`config.mk`:
```
export PLATFORM = sky130hd
export DESIGN_NAME = bpu_feedback_queue_flat
export DESIGN_NICKNAME = d
export VERILOG_FILES = /design/src/rtl/bpu_feedback_queue_if.sv /design/src/rtl/bpu_feedback_queue.sv /design/src/flat_wrapper.sv
export SDC_FILE = /design/constraint.sdc
export NUM_CORES = 1
export LEC_CHECK = 0
export ABC_AREA = 1
export ABC_CLOCK_PERIOD_IN_PS = 5690
export BUFFER_PORTS_ARGS = -buffer_cell sky130_fd_sc_hd__clkbuf_2
export CAP_MARGIN = 10
export CORE_MARGIN = 2
export CORE_UTILIZATION = 55
export CTS_CLUSTER_DIAMETER = 150
export CTS_CLUSTER_SIZE = 10
export DETAILED_ROUTE_END_ITERATION = 12
export PLACE_DENSITY = 0.83
export SLEW_MARGIN = 20
export SYNTH_ARGS = -nofsm -noshare
export SYNTH_HDL_FRONTEND = slang
export SYNTH_SLANG_ARGS = --single-unit
```
`constraint.sdc`:
```
create_clock -name clk -period 5.69 [get_ports clk]
set_clock_uncertainty 0.2 [all_clocks]
set_input_delay 0.8535 -clock clk [delete_from_list [all_inputs] [get_ports clk]]
set_output_delay 0.8535 -clock clk [all_outputs]
set_load 0.02 [all_outputs]
```
`src/rtl/bpu_feedback_queue_if.sv`:
```
// Fetch/execute-side signal bundle for the branch feedback queue.
// The master modport is the frontend/execute driver side, and the slave modport is the queue side.
interface bpu_feedback_queue_if #(
    parameter int DEPTH     = 8,
    parameter int GHR_WIDTH = 32
);
    localparam int CNT_W = $clog2(DEPTH) + 1;

    logic                 push_valid;
    logic [31:0]          push_pc;
    logic                 push_pred_taken;
    logic                 push_ready;
    logic                 resolve_valid;
    logic                 resolve_taken;
    logic                 update_valid;
    logic                 update_taken;
    logic [31:0]          update_pc;
    logic [GHR_WIDTH-1:0] update_ghr;
    logic                 mispredict;
    logic [GHR_WIDTH-1:0] spec_ghr;
    logic [CNT_W-1:0]     count;

    modport master (
        output push_valid, push_pc, push_pred_taken, resolve_valid, resolve_taken,
        input  push_ready, update_valid, update_taken, update_pc, update_ghr,
               mispredict, spec_ghr, count
    );

    modport slave (
        input  push_valid, push_pc, push_pred_taken, resolve_valid, resolve_taken,
        output push_ready, update_valid, update_taken, update_pc, update_ghr,
               mispredict, spec_ghr, count
    );
endinterface

```
`src/rtl/bpu_feedback_queue.sv`:
```
// In-order queue of issued branch predictions with their history snapshots.
// It retires entries on resolve, strobes the PHT update, and repairs the speculative GHR on a mispredict.
module bpu_feedback_queue #(
    parameter int DEPTH     = 8,
    parameter int GHR_WIDTH = 32
) (
    input logic clk,
    input logic rst,
    bpu_feedback_queue_if.slave bus
);
    localparam int PTR_W = $clog2(DEPTH);
    localparam int CNT_W = PTR_W + 1;
    localparam logic [CNT_W-1:0] FULL = CNT_W'(DEPTH);

    logic [31:0]          pc_mem   [DEPTH];
    logic                 pred_mem [DEPTH];
    logic [GHR_WIDTH-1:0] ghr_mem  [DEPTH];

    logic [PTR_W-1:0]     head;
    logic [PTR_W-1:0]     tail;
    logic [CNT_W-1:0]     count_q;
    logic [GHR_WIDTH-1:0] spec_ghr_q;
    logic                 update_valid_q;
    logic                 update_taken_q;
    logic [31:0]          update_pc_q;
    logic [GHR_WIDTH-1:0] update_ghr_q;
    logic                 mispredict_q;

    logic ready;
    logic pop;
    logic flush;
    logic push;

    // Readiness comes from the registered count only, so a same-cycle pop cannot make room.
    assign ready = (count_q != FULL);
    assign pop   = bus.resolve_valid && (count_q != '0);
    assign flush = pop && (bus.resolve_taken != pred_mem[head]);
    assign push  = bus.push_valid && ready && !flush;

    always_ff @(posedge clk) begin
        if (!rst && push) begin
            pc_mem[tail]   <= bus.push_pc;
            pred_mem[tail] <= bus.push_pred_taken;
            ghr_mem[tail]  <= spec_ghr_q;
        end
    end

    always_ff @(posedge clk) begin
        if (rst) begin
            head           <= '0;
            tail           <= '0;
            count_q        <= '0;
            spec_ghr_q     <= '0;
            update_valid_q <= 1'b0;
            update_taken_q <= 1'b0;
            update_pc_q    <= '0;
            update_ghr_q   <= '0;
            mispredict_q   <= 1'b0;
        end else begin
            update_valid_q <= pop;
            mispredict_q   <= flush;
            if (pop) begin
                update_taken_q <= bus.resolve_taken;
                update_pc_q    <= pc_mem[head];
                update_ghr_q   <= ghr_mem[head];
            end
            if (flush) begin
                // Rebuild history from the mispredicted branch's snapshot plus its actual outcome.
                head       <= '0;
                tail       <= '0;
                count_q    <= '0;
                spec_ghr_q <= {ghr_mem[head][GHR_WIDTH-2:0], bus.resolve_taken};
            end else begin
                if (pop)
                    head <= head + PTR_W'(1);
                if (push) begin
                    tail       <= tail + PTR_W'(1);
                    spec_ghr_q <= {spec_ghr_q[GHR_WIDTH-2:0], bus.push_pred_taken};
                end
                case ({push, pop})
                    2'b10:   count_q <= count_q + CNT_W'(1);
                    2'b01:   count_q <= count_q - CNT_W'(1);
                    default: count_q <= count_q;
                endcase
            end
        end
    end

    assign bus.push_ready   = ready;
    assign bus.update_valid = update_valid_q;
    assign bus.update_taken = update_taken_q;
    assign bus.update_pc    = update_pc_q;
    assign bus.update_ghr   = update_ghr_q;
    assign bus.mispredict   = mispredict_q;
    assign bus.spec_ghr     = spec_ghr_q;
    assign bus.count        = count_q;
endmodule

```
`src/flat_wrapper.sv`:
```
// flat-port wrapper written by rule: the top's interface ports become plain ports
module bpu_feedback_queue_flat 
#(
    parameter int DEPTH     = 8,
    parameter int GHR_WIDTH = 32
)
  (clk, rst, bus_push_valid, bus_push_pc, bus_push_pred_taken, bus_resolve_valid, bus_resolve_taken, bus_push_ready, bus_update_valid, bus_update_taken, bus_update_pc, bus_update_ghr, bus_mispredict, bus_spec_ghr, bus_count);
  bpu_feedback_queue_if #(.DEPTH(DEPTH), .GHR_WIDTH(GHR_WIDTH)) bus_i ();
  input logic clk;
  input logic rst;
  input wire logic [$bits(bus_i.push_valid)-1:0] bus_push_valid;
  input wire logic [$bits(bus_i.push_pc)-1:0] bus_push_pc;
  input wire logic [$bits(bus_i.push_pred_taken)-1:0] bus_push_pred_taken;
  input wire logic [$bits(bus_i.resolve_valid)-1:0] bus_resolve_valid;
  input wire logic [$bits(bus_i.resolve_taken)-1:0] bus_resolve_taken;
  output wire logic [$bits(bus_i.push_ready)-1:0] bus_push_ready;
  output wire logic [$bits(bus_i.update_valid)-1:0] bus_update_valid;
  output wire logic [$bits(bus_i.update_taken)-1:0] bus_update_taken;
  output wire logic [$bits(bus_i.update_pc)-1:0] bus_update_pc;
  output wire logic [$bits(bus_i.update_ghr)-1:0] bus_update_ghr;
  output wire logic [$bits(bus_i.mispredict)-1:0] bus_mispredict;
  output wire logic [$bits(bus_i.spec_ghr)-1:0] bus_spec_ghr;
  output wire logic [$bits(bus_i.count)-1:0] bus_count;
  assign bus_i.push_valid = bus_push_valid;
  assign bus_i.push_pc = bus_push_pc;
  assign bus_i.push_pred_taken = bus_push_pred_taken;
  assign bus_i.resolve_valid = bus_resolve_valid;
  assign bus_i.resolve_taken = bus_resolve_taken;
  assign bus_push_ready = bus_i.push_ready;
  assign bus_update_valid = bus_i.update_valid;
  assign bus_update_taken = bus_i.update_taken;
  assign bus_update_pc = bus_i.update_pc;
  assign bus_update_ghr = bus_i.update_ghr;
  assign bus_mispredict = bus_i.mispredict;
  assign bus_spec_ghr = bus_i.spec_ghr;
  assign bus_count = bus_i.count;
  bpu_feedback_queue #(.DEPTH(DEPTH), .GHR_WIDTH(GHR_WIDTH)) u_core (.clk(clk), .rst(rst), .bus(bus_i));
endmodule
```
After elaboration in Yosys (flattened, before gate mapping)
Memories as Yosys holds them, arrays and structs flattened. A register that Yosys moved wholly into a read port is not among the register bits.
Cells that the tools add are included.
{"block": "totals", "regBits": 77, "latch_bits": 0, "mem_bits_rw": 520, "rom_bits": 0, "inputBits": 38, "word_cells": 39, "mem_count": 3}
{"block": "classes", "n_addsub": 4, "mul": 0, "n_div": 0, "n_lt_le_gt_ge": 0, "n_eq_ne": 4, "n_shift": 0, "mux": 9, "bitwise_logic": 0, "reduce_logical": 11}
{"name": "u_core.ghr_mem", "depth": 8, "width": 32, "read_ports": 1, "rd_ports_with_merged_regs": 1, "write_ports": 1, "line_no": "bpu_feedback_queue.sv:17", "rtl": "logic [GHR_WIDTH-1:0] ghr_mem [DEPTH];"}
{"name": "u_core.pc_mem", "depth": 8, "width": 32, "read_ports": 1, "rd_ports_with_merged_regs": 1, "write_ports": 1, "line_no": "bpu_feedback_queue.sv:15", "rtl": "logic [31:0] pc_mem [DEPTH];"}
{"name": "u_core.pred_mem", "depth": 8, "width": 1, "read_ports": 1, "rd_ports_with_merged_regs": 1, "write_ports": 1, "line_no": "bpu_feedback_queue.sv:16", "rtl": "logic pred_mem [DEPTH];"}
{"cell": "2-to-1 mux 32 bit", "count": 2}
{"cell": "2-to-1 mux 3 bit", "count": 4}
{"cell": "case mux 4 bit (2 select lines)", "count": 1}
{"cell": "adder 3 x 1 -> 3 bit (second input constant)", "count": 2}
{"cell": "logical AND 1 bit", "count": 5}
{"cell": "adder 4 x 1 -> 4 bit (second input constant)", "count": 1}
{"cell": "!= test 4 bit (second input constant)", "count": 1}
{"cell": "nonzero test 2 bit", "count": 2}
{"cell": "nonzero test 4 bit", "count": 1}
{"cell": "subtractor 4 x 1 -> 4 bit (second input constant)", "count": 1}
{"cell": "equality test 2 x 1 -> 1 bit (second input constant)", "count": 1}
{"cell": "equality test 2 bit (second input constant)", "count": 1}
{"cell": "logical NOT 1 bit", "count": 2}
{"cell": "2-to-1 mux 1 bit", "count": 2}
{"cell": "OR reduction 2 bit", "count": 1}
{"cell": "!= test 1 bit", "count": 1}

Depth between registers and ports, before layout
{"block": "depth", "depth_word": 8, "ltp_mapped": 18, "mapped_depth_nobuf": 16}

Least setup slack after synthesis
OpenSTA, ideal clock, no wires.
{"block": "synth_path", "path_kind": "in2reg", "start": "input port bus_resolve_valid", "end": "memory u_core.ghr_mem[0][0] (enable)", "setup_ns": 0.488, "t_arrival_ns": 4.234, "setup_slack_ns": 0.768, "stages": 7, "n_path_buf": 1, "path_cell_list": "a21boi_2 -> nand3_4 -> buf_8 -> nand2_4 -> nor2_4 -> nand2_2 -> nor2_1"}
{"block": "synth_via", "elab_chain_cells": 7}
{"item": "from (decl)", "line_no": "flat_wrapper.sv:14", "rtl": "input wire logic [$bits(bus_i.resolve_valid)-1:0] bus_resolve_valid;"}
{"item": "logical AND 1 bit", "line_no": "bpu_feedback_queue.sv:36", "rtl": "assign pop = bus.resolve_valid && (count_q != '0);"}
{"item": "logical AND 1 bit", "line_no": "bpu_feedback_queue.sv:37", "rtl": "assign flush = pop && (bus.resolve_taken != pred_mem[head]);"}
{"item": "logical NOT 1 bit", "line_no": "bpu_feedback_queue.sv:38", "rtl": "assign push = bus.push_valid && ready && !flush;"}
{"item": "logical AND 1 bit", "line_no": "bpu_feedback_queue.sv:38"}
{"item": "logical AND 1 bit", "line_no": "bpu_feedback_queue.sv:41", "rtl": "if (!rst && push) begin"}
{"item": "2-to-1 mux 1 bit", "line_no": "bpu_feedback_queue.sv:41"}
{"item": "2-to-1 mux 1 bit (implied by the code)", "line_no": "bpu_feedback_queue.sv:44", "rtl": "ghr_mem[tail] <= spec_ghr_q;"}
{"item": "to (decl)", "line_no": "bpu_feedback_queue.sv:17"}
Every way passes these cells.

==> metrics.txt <==
Mapped Area=between 0.02 and 0.025 mm²; Critical Path AT=just over 4000 ps; post-route cell area=between 0.02 and 0.03 mm²; Die Ht=around 210 µm; initial antenna violation count=4; sequential share of power=0.468; count of unique library cells instantiated by Yosys=37; final net count=approximately 2100; CTS tree=yes; WL per Instance=around 21 µm; LEAKAGE=~10 nW; hold path depth=2; largest net degree at the start of global routing=~100; Pre-antenna DRT Iters=5; Crit Path Class=reg2reg; GRT Residual Overflow=0; Die W=about 210 µm; worst path required time=5750 ps; CP max FO=40; Post-Route WL=57940 µm; Clock Latency Late Sink=600 ps; # setup viols final=0; proportion of layout cells with a drive suffix above 1=0.1334; remaining antenna violation count after routing=0; CTS H-tree lvls=3; worst-case reg-to-reg path depth=11; first-pass GRT wire length=between 80000 and 90000 µm; Yosys reg bits=roughly 630; post-CTS sizing=0; Iter 0 DRT Violations=1912; Setup TNS=0 ps; Worst VDD drop=about 0.35 mV; root buf cell=clkbuf_16; number of cells produced by synthesis=~1900; std cell rows=just under 80; Switch Pwr=~0.004 W; Clock transition at path regs=~50 ps; Period minus WS final=~4000 ps; hold crit path type=reg2reg; Achievable Freq=about 250 MHz; I/O Pins=between 100 and 150; Initial Utilization=0.5534; GPL Wtd Cong=0.8325; Final Power=0.01292 W; CP endpoint kind=register; syn nets=about 2000; Core ar.=0.04393 mm²; Seq/Total Area, Yosys=0.7345; Cell Area, Placed=about 0.025 mm²; Total Routing Usage GR=0.2494; # DRC=0; clock power share=0.328; Die ar.=about 0.046 mm²; Switching Fraction=0.3183; hpwl dp=30930 µm; fin. max-slew vios=0; max cap viols=0; vias per cell=6.101; clk buf depth=3; Worst Tran Pin Value=between 1000 and 1500 ps; Hold Fails Final Rpt=0; IO buf count=around 140; Startpoint Class=register; outcome=finished, final reports clean; Area Growth Syn to Fin=13.57%; DR vias=between 15000 and 20000; CTS Sinks=about 630; postcts setup bufs=0; vias in the first global route=16440; R2R Setup Slk=~1600 ps; warnings from Yosys=0; Combinational Power Share=0.204; slew margin rel.=0.2872; synthesized area per cell=between 10 and 15 µm²; P_int=0.008805 W; period utilization=0.7143; Power Density=between 400 and 500 mW/mm²; hold_buf cts=0; RSZ-0062 raised after global routing=no; CTS buffer count=73
layer usage:
layer / track usage / share of wire / up-vias / routed length, µm
li1: - / - / 7349 / -
met1: 0.3149 / 0.38 / 8016 / 21920
met2: 0.4222 / 0.50 / 934 / 29090
met3: 0.05376 / 0.088 / 162 / 5098
met4: 0.1005 / 0.031 / 6 / 1787
met5: 0 / 0.00072 / - / 42
synthesized netlist by cell type (all sizes together):
cell type / number / area (µm²)
nand3: 79 / 422.9
xor2: 4 / 35.03
o32ai: 21 / 183.9
nand2: 243 / 934.7
a31oi: 31 / 193.9
and3: 1 / 6.260
dfxtp: 112 / 2242
nor2: 275 / 1042
a21oi: 43 / 215.2
mux2i: 32 / 320.3
ha: 5 / 62.56
buf: 58 / 339.1
inv: 26 / 100.1
a21boi: 1 / 11.26
or2: 1 / 6.260
o21ai: 290 / 1451
a211oi: 1 / 12.51
xnor2: 2 / 17.52
nor3: 12 / 60.06
o221ai: 22 / 192.7
edfxtp: 520 / 15610
nand4: 3 / 18.77
clkbuf: 79 / 296.5
o22ai: 85 / 531.8
logic make-up after synthesis:
kind of cell | after synthesis | share of synthesized area
mux | 32 | 0.01317
xor+xnor | 6 | 0.002161
fa+ha+maj | 5 | 0.002573
flops | 632 | 0.7345
buf+inv | 163 | 0.03026
compound gates | 494 | 0.1149
simple gates | 614 | 0.1025
state kept, by name, summed over array words and instances, names as in the netlist, 4 cells and up, named ones only:
register / flops
u_core.ghr_mem: 256
u_core.pred_mem: 8
u_core.pc_mem: 256
u_core.bus.update_pc: 32
u_core.bus.update_ghr: 32
u_core.bus.spec_ghr: 32
u_core.bus.count: 4
cell usage in the layout (no fill, tap or decap), types with 9 or more instances in the layout:
cell	synthesis	layout
a31oi_1	31	31
o32ai_1	21	21
edfxtp_1	520	520
a21oi_1	43	43
o221ai_1	22	22
clkbuf_16	0	75
dfxtp_1	112	106
inv_1	22	20
mux2i_1	32	32
buf_4	6	17
nor2_4	1	9
o22ai_1	85	85
o21ai_0	280	280
nand2_1	236	236
o21ai_1	10	10
nor3_1	12	12
nand3_1	75	75
clkbuf_2	0	141
clkbuf_1	79	52
nor2_1	273	265
final cells by class:
| type | instances | area (µm²) |
|---|---|---|
| clock inverters | 6 | 82.58 |
| repair buffers | 164 | 953.4 |
| multi-input cells | 1151 | 5787 |
| flip-flops and latches | 632 | 17870 |
| inverters | 26 | 101.3 |
| well taps | 592 | 740.7 |
| clock buffers | 127 | 2072 |
| diodes | 1 | 2.502 |
| fillers | 3126 | 16320 |
power by group through the flow:
stage          clock [W]  combinational [W]  sequential [W]
3_3_place_gp           0            0.00250         0.00609
6_report         0.00423            0.00264         0.00605
5_1_grt          0.00445            0.00289         0.00610
2_1_floorplan          0            0.00165         0.00618
3_5_place_dp           0            0.00260         0.00612
4_1_cts          0.00427            0.00264         0.00604
stage by stage:
| stage | hold slack (ps) | cells | setup WS (ps) | util |
|---|---|---|---|---|
| 2_1_floorplan | 284.3 | 1946 | 768.1 | - |
| 3_3_place_gp | 277.8 | 2565 | 1672 | 0.5794 |
| 3_5_place_dp | 305.6 | 2565 | 1588 | 0.5794 |
| 4_1_cts | 311.3 | 2698 | 1630 | 0.6284 |
| 5_1_grt | 327.9 | 2698 | 1402 | 0.6284 |
| 6_report | 310.6 | 2699 | 1625 | 0.6285 |
path summary, 6_finish.rpt:
check                                       startpoint                              endpoint
setup / recovery                              register       u_core.ghr_mem[7][31]$_DFFE_PP_
hold / removal    u_core.bus.update_taken$_SDFFE_PP0P_  u_core.bus.update_taken$_SDFFE_PP0P_
setup reg to reg                              register       u_core.ghr_mem[7][31]$_DFFE_PP_
hold reg to reg   u_core.bus.update_taken$_SDFFE_PP0P_  u_core.bus.update_taken$_SDFFE_PP0P_
critical path, cell delays in order (launching register included):
cell and delay (ps):
dfxtp_2 790, inv_2 490, nand3_1 240, nand3_2 110, nand2_2 130, nand2_2 100
nand3_4 90, nand2_4 90, nor2_4 130, nand2_2 150, nor2_4 770, buf_12 350
Note: power is estimated with default switching activity, not from simulation.
